==> config.mk <==
export PLATFORM = sky130hd
export DESIGN_NAME = m_counter_seq
export DESIGN_NICKNAME = d
export VERILOG_FILES = /design/src/rtl/m_counter_seq.sv
export SDC_FILE = /design/constraint.sdc
export NUM_CORES = 1
export LEC_CHECK = 0
export CORE_ASPECT_RATIO = 0.9
export CORE_MARGIN = 2
export CORE_UTILIZATION = 47
export DETAILED_ROUTE_END_ITERATION = 12
export PLACE_DENSITY_LB_ADDON = 0.1
export SYNTH_ARGS = -nofsm -noshare
export SYNTH_HDL_FRONTEND = slang
export SYNTH_SLANG_ARGS = --single-unit
==> constraint.sdc <==
create_clock -name clk -period 2.24 [get_ports clk]
set_input_delay 0.336 -clock clk [delete_from_list [all_inputs] [get_ports clk]]
set_output_delay 0.336 -clock clk [all_outputs]
set_load 0.02 [all_outputs]
==> src/rtl/m_counter_seq.sv <==
// m_counter_seq: job sequencer driving one up/down counter through S/EN/IN/OUT.
// Macro M_COUNTER_SEQ_PRESCALE_EN adds a DIV input and a prescaler that slows counting.
module m_counter_seq #(
  parameter int WIDTH = 8,
  parameter int RPT_W = 4
) (
  input  logic             clk,
  input  logic             rst_n,
`ifdef M_COUNTER_SEQ_PRESCALE_EN
  input  logic [7:0]       div,
`endif
  input  logic             start,
  input  logic             dir,
  input  logic [WIDTH-1:0] start_val,
  input  logic [WIDTH-1:0] end_val,
  input  logic [RPT_W-1:0] repeat_n,
  input  logic             abort,
  output logic             ready,
  output logic             busy,
  output logic             done,
  output logic [RPT_W-1:0] pass_cnt,
  output logic [1:0]       cnt_s,
  output logic             cnt_en,
  output logic [WIDTH-1:0] cnt_in,
  input  logic [WIDTH-1:0] cnt_out
);
  typedef enum logic [1:0] {INIT, IDLE, LOAD, COUNT} state_t;
  state_t state_q, state_d;
  logic dir_q, dir_d, done_q, done_d;
  logic [WIDTH-1:0] start_q, start_d, end_q, end_d;
  logic [RPT_W-1:0] rep_q, rep_d, pass_q, pass_d;
  logic tick, term;
`ifdef M_COUNTER_SEQ_PRESCALE_EN
  logic [7:0] div_q, div_d, pre_q, pre_d;
  assign tick = (pre_q == div_q);
`else
  assign tick = 1'b1;
`endif
  assign term     = (state_q == COUNT) && (cnt_out == end_q);
  assign ready    = (state_q == IDLE);
  assign busy     = (state_q == LOAD) || (state_q == COUNT);
  assign done     = done_q;
  assign pass_cnt = pass_q;
  assign cnt_in   = start_q;
  assign cnt_s    = (state_q == INIT) ? 2'b00 :
                    (state_q == IDLE) ? 2'b11 :
                    (state_q == LOAD) ? 2'b10 :
                    (dir_q ? 2'b11 : 2'b01);
  // abort must silence the counter in the very cycle it is raised
  assign cnt_en   = (state_q == COUNT) && !abort && tick && (cnt_out != end_q);
  always_comb begin
    state_d = state_q;
    dir_d   = dir_q;
    start_d = start_q;
    end_d   = end_q;
    rep_d   = rep_q;
    pass_d  = pass_q;
    done_d  = 1'b0;
`ifdef M_COUNTER_SEQ_PRESCALE_EN
    div_d   = div_q;
    pre_d   = tick ? 8'd0 : pre_q + 8'd1;
`endif
    if (state_q == INIT) state_d = IDLE;
    else if (state_q == IDLE) begin
      if (start && !abort) begin
        state_d = LOAD;
        dir_d   = dir;
        start_d = start_val;
        end_d   = end_val;
        rep_d   = repeat_n;
        pass_d  = '0;
`ifdef M_COUNTER_SEQ_PRESCALE_EN
        div_d   = div;
`endif
      end
    end
    else if (abort) state_d = IDLE;
    else if (state_q == LOAD) begin
      state_d = COUNT;
`ifdef M_COUNTER_SEQ_PRESCALE_EN
      pre_d   = 8'd0;
`endif
    end
    else if (term) begin
      if (pass_q == rep_q) begin
        state_d = IDLE;
        done_d  = 1'b1;
      end else begin
        state_d = LOAD;
        pass_d  = pass_q + 1'b1;
      end
    end
  end
  always_ff @(posedge clk or negedge rst_n) begin
    if (!rst_n) begin
      state_q <= INIT;
      dir_q   <= 1'b0;
      start_q <= '0;
      end_q   <= '0;
      rep_q   <= '0;
      pass_q  <= '0;
      done_q  <= 1'b0;
`ifdef M_COUNTER_SEQ_PRESCALE_EN
      div_q   <= '0;
      pre_q   <= '0;
`endif
    end else begin
      state_q <= state_d;
      dir_q   <= dir_d;
      start_q <= start_d;
      end_q   <= end_d;
      rep_q   <= rep_d;
      pass_q  <= pass_d;
      done_q  <= done_d;
`ifdef M_COUNTER_SEQ_PRESCALE_EN
      div_q   <= div_d;
      pre_q   <= pre_d;
`endif
    end
  end
endmodule
* Word-level counts from Yosys, hierarchy flattened
Index checks and enable logic that the tools add are counted.
Word-level totals: output and inout port bits 18, register bits after elaboration 28, input port bits 33
Operators by class: eq/ne operators 11, add/subtract/negate cells 1, mux-type cells 23, bitwise operators 1, reduce and logical (&&, ||, !) cells 12
Operator list (number):
- 2-to-1 mux 4 bit | 6
- 2-to-1 mux 2 bit | 11
- equality test 8 bit | 1
- != test 8 bit | 1
- 2-to-1 mux 1 bit | 6
- AND reduction 6 bit | 1
- nonzero test 5 bit | 1
- adder 4 x 1 -> 4 bit, second input constant | 1
- equality test 2 bit, second input constant | 2
- equality test 4 bit | 1
- logical AND 1 bit | 4
- != test 2 x 1 -> 1 bit, second input constant | 2
- != test 2 bit, second input constant | 2
- != test 3 x 1 -> 1 bit, second input constant | 1
- AND reduction 3 bit | 1
- equality test 2 x 1 -> 1 bit, second input constant | 1
- logical NOT 2 bit | 1
- AND reduction 2 bit | 1
- nonzero test 2 bit | 1
- logical NOT 1 bit | 1
- logical OR 1 bit | 1
- inverter 1 bit | 1

* Logic depth before layout (Yosys ltp)
Gate-level depths: netlist of the first run.
depth after elaboration 7, mapped depth 5

* Worst setup path before layout of the first run
No wires, ideal clock.
kind reg-to-reg, start reg state_q[1], end reg start_q[0] (netlist: cnt_in[0]), data arrival time 1.551 ns, path slack 0.562 ns, period minus slack after synthesis 1.678 ns, library setup time 0.127 ns, cell stages (with the launch flop) 6, cell sequence dfrtp_1 nor2b_1 nand2_1 nor2_2 buf_6 mux2_1
RTL lines:
- from (decl) | RTL line 28 | state_t state_q, state_d;
- from (signal assigned) | RTL line 108 | state_q <= state_d;
- equality test 2 x 1 -> 1 bit
- named net ready | RTL line 18 | output logic ready,
- AND reduction 3 bit (no source line)
- to (signal assigned) | RTL line 110 | start_q <= start_d;
- to (decl) | RTL line 30 | logic [WIDTH-1:0] start_q, start_d, end_q, end_d;
The timed path passes the listed nets, and every way through them passes these cells. A chain may end at the register's enable or synchronous reset.

* Worst setup path in the final report of the first run
start reg state_q[1], end out cnt_s[1]
On the way: word-level cells in the longest chain between the ends 4
Ends and longest elaborated chain:
- equality test 2 bit | RTL line 47 | (state_q == LOAD) ? 2'b10 :
- 2-to-1 mux 2 bit | RTL line 47
- 2-to-1 mux 2 bit | RTL line 46 | (state_q == IDLE) ? 2'b11 :
- 2-to-1 mux 2 bit (*) | RTL line 45 | assign cnt_s = (state_q == INIT) ? 2'b00 :
- to (decl) | RTL line 22 | output logic [1:0] cnt_s,
Every way passes the cells marked *; elsewhere a longest branch is shown, timed or not.

==> results of run 1 <==
kinds of logic (layout without fill, tap and decap cells):
family | count (synthesis) | in the layout | synth area share
multiplexers | 21 | 21 | 0.175
XOR/XNOR | 12 | 12 | 0.0778
flip-flops | 28 | 28 | 0.519
buffers and inverters | 6 | 60 | 0.0333
AND/OR/NAND/NOR | 28 | 28 | 0.118
adder cells (fa/ha/maj) | 1 | 1 | 0.00926
AO/OA/AOI/OAI | 12 | 12 | 0.0685
power by group through the flow:
stage                     Sequential [W]  Combinational, W  Clock (W)
after global routing            0.000787          0.000722   0.000273
final                           0.000767          0.000667   0.000247
after CTS                       0.000769          0.000678   0.000255
after global placement          0.000770          0.000659          0
after detailed placement        0.000780          0.000675          0
after floorplan                 0.000839          0.000311          0
cells in the final DEF, fill, tap and decap left out, types with 2 or more instances in the layout:
cell type        Yosys  layout
clkdlybuf4s50_1      0      49
dfrtp_1             28      27
mux2_1              20      20
nand2_1             11      11
xnor2_1              8       8
buf_4                0       5
nor2_1               4       4
xor2_1               4       4
nand3_1              3       3
clkbuf_4             0       3
nor2b_1              2       2
nor2_2               2       2
a21o_2               2       2
o311ai_1             2       2
o221ai_1             2       2
cell type report:
cell class                      instances  area (µm²)  area share
Sequential cell                        28         702       0.362
Inverter                                1        3.75     0.00194
Timing Repair Buffer                   55         541       0.279
Tap cell                               40        50.0      0.0258
Clock buffer                            4        36.3      0.0187
Multi-Input combinational cell         74         606       0.312
metrics by stage:
stage	area, µm²	utilization	power [W]
6_report	1940	0.705	0.00168
5_1_grt	1940	0.705	0.00178
4_1_cts	1930	0.704	0.00170
3_5_place_dp	1900	0.691	0.00146
3_3_place_gp	1900	0.691	0.00143
2_1_floorplan	1350	-	0.00115
flip-flops by register name (all words and copies together), names as in the netlist:
register  flops
cnt_in        8
done          1
dir_q         1
rep_q         4
pass_cnt      4
state_q       2
end_q         8
path summary, 6_finish.rpt:
check / slack (ns) / depth (start not counted) / end / start
max: 0.18 / 4 / cnt_s[1] / state_q[1]$_DFFE_PN0P_
max in group asynchronous: 1.59 / 2 / state_q[1]$_DFFE_PN0P_ / rst_n
max reg2reg: 0.60 / 5 / end_q[5]$_DFFE_PN0P_ / state_q[1]$_DFFE_PN0P_
min in group clk: 0.51 / 1 / cnt_in[1]$_DFFE_PN0P_ / cnt_in[1]$_DFFE_PN0P_
min: 0.36 / 2 / end_q[1]$_DFFE_PN0P_ / rst_n
min reg2reg: 0.51 / 1 / cnt_in[1]$_DFFE_PN0P_ / cnt_in[1]$_DFFE_PN0P_
worst register-to-register path: stages, from the launching register on:
cell,delay (ns)
dfrtp_2,0.53
nor2b_1,0.19
nand2_1,0.10
nor2_2,0.10
buf_4,0.26
mux2_1,0.36
timing repair:
item	in CTS	in global routing
endpoints found under the setup margin	0	2
setup buffers	0	0
gates resized for setup	0	2
per-layer routing:
metal	GRT usage	routed length (µm)
met5	0	0
met4	0.0543	22
met3	0.0331	137
met2	0.332	1490
met1	0.202	1120
==> summary.txt, run 1 <==
RUN STATUS
------------------------------------------------------------------------------------
Result of the run                                                          completed

CLOCKING
------------------------------------------------------------------------------------
Buffer depth of the longest clock path                                             2
Hold bufs inserted after CTS                                                       0
Clock tree sinks                                                                  28
Root buffer cell                                                            clkbuf_4
CTS H-Tree Depth                                                                   1
CTS tree                                                                        done
CTS Buf Count                                                                      3
Clock-pin transition on the worst setup and hold timing paths                0.15 ns
Clk_lat worst skew                                                           0.32 ns

CRITICAL PATH
------------------------------------------------------------------------------------
Type of element capturing the critical path                               output pin
Top Family by Delay on Critical Path                                    buffers and inverters
Top fanout value on the critical path                                             14
CP max stage delay                                                           0.61 ns
Startpoint-to-endpoint class of the critical path                       flip-flop to output pin
Data required, critical path                                                 1.90 ns
Most frequent cell on the critical path                                       nor2_1
Count of buffering cells on the critical path with inverters included              1
Critical Path Slowest Stage Cell                                        clkdlybuf4s50_1
Arrival time at the worst endpoint                                           1.72 ns
Worst Setup Start Kind                                                     flip-flop
Cell chain of the critical path                                         nand2_1, nor2_1, nor2_1, clkdlybuf4s50_1

DRT
------------------------------------------------------------------------------------
Count of unresolved DRC violations after routing                                   0
Number of DRC markers after the initial detailed-route iteration                  24
Number of detailed-route iterations in the first pass                              4
Total number of vias                                                             990
Post-detailed-routing wire length                                            2.77 mm
Count of antenna-violating nets left after detailed routing                        0
Wire length per cell after detailed routing                                  13.7 µm
Via/cell ratio                                                                  4.90

FLOORPLANNING
------------------------------------------------------------------------------------
Core Region                                                              0.00275 mm²
Width of the die                                                             60.5 µm
DIE HEIGHT                                                                   54.9 µm
Full die area                                                            0.00332 mm²
Number of top-level design ports                                                  51
Num rows                                                                          18
Initial standard-cell utilization of the core                                  0.492

GRT
------------------------------------------------------------------------------------
Via count of the first global-routing pass                                       971
Wire length of the first global-routing pass                                 4.25 mm
Largest net degree at the start of global routing                                 29
Global routing usage summed across all routing layers                          0.176
Initial antenna violation count                                                    0
Total overflow reported by the global router                                       0

YOSYS
------------------------------------------------------------------------------------
Cell taking the most area after synthesis                                    dfrtp_1
Most instantiated flip-flop cell in the synthesis netlist                    dfrtp_1
Async set or reset register ratio after synthesis                               1.00
Number of library cell types mapped by synthesis                                  29
Average footprint of a synthesized cell                                     12.5 µm²
Cell types occupying the most area after synthesis                      dfrtp_1 52%, mux2_1 17%, xnor2_1 5.2%, nand2_1 3.1%, xor2_1 2.6%
Most used standard cell by instance count after synthesis                    dfrtp_1
Synthesized net count                                                            142
Synth cell count leaders                                                28 x dfrtp_1, 20 x mux2_1, 11 x nand2_1, 8 x xnor2_1
Count of yosys warnings during synthesis                                           0
Post-synthesis cell area                                                 0.00135 mm²
Number of synthesized flops with an enable pin                                     0
Cells after Synth                                                                108
Flops & latches, synth                                                            28
Proportion of netlist area held by the largest area contributor                0.519
Register area share after synthesis                                            0.519

LAYOUT
------------------------------------------------------------------------------------
Fraction of final layout cells sized beyond drive strength 1                   0.123
Nets@finish                                                                      197
Final-layout fill cell count                                                     228
Post-route non-filler standard cell count                                        202
Diode insertion count for antenna repair                                           0
Area overhead of the layout relative to synthesis                              43.4%

POWER
------------------------------------------------------------------------------------
Switching share of total power                                                 0.345
Sw power                                                                  0.000579 W
Power per cell area                                                       867 mW/mm²
Internal power                                                             0.00110 W
Combinational power share                                                      0.397
Max IR drop VDD                                                             0.469 mV
Clock Power Share                                                              0.147
Reported leakage power                                                      0.800 nW
Sequential fraction of design power                                            0.456

STA
------------------------------------------------------------------------------------
Maximum clock skew at final layout                                        0.00436 ns
Final cycle utilization of the critical path                                   0.919
Number of hold violations in the final report                                      0
Worst-margin pin slew                                                       0.352 ns
Total negative slack                                                            0 ns
Final setup fails                                                                  0
Final period demand of the worst path                                        2.06 ns
RSZ-0062 raised after global routing                                              no
Worst hold-check slack                                                      0.363 ns
Worst slew slack as a fraction of its limit                                    0.764
Least setup slack across all paths after layout                             0.182 ns
Maximum clock rate                                                           486 MHz
Pins Over Slew Limit                                                               0

PLACE
------------------------------------------------------------------------------------
Gpl congestion                                                                 0.715
DP Cell Count                                                                    198
I/O Buffers                                                                       50
Final HPWL from detailed placement                                           2.13 mm
Post-Place Worst Slack                                                     0.0511 ns

MIN PATH
------------------------------------------------------------------------------------
Hold Path Class                                                         input port to asynchronous set/reset pin

RUN
------------------------------------------------------------------------------------
Maximum Capacitance Violations                                                     0

No activity file was read; power rests on OpenSTA's default activity.
==> run 2: changes to the inputs <==
- ABC_AREA: default -> 0
==> results of run 2 <==
No change in the layout: final DEF, timing and power equal those of run 1.
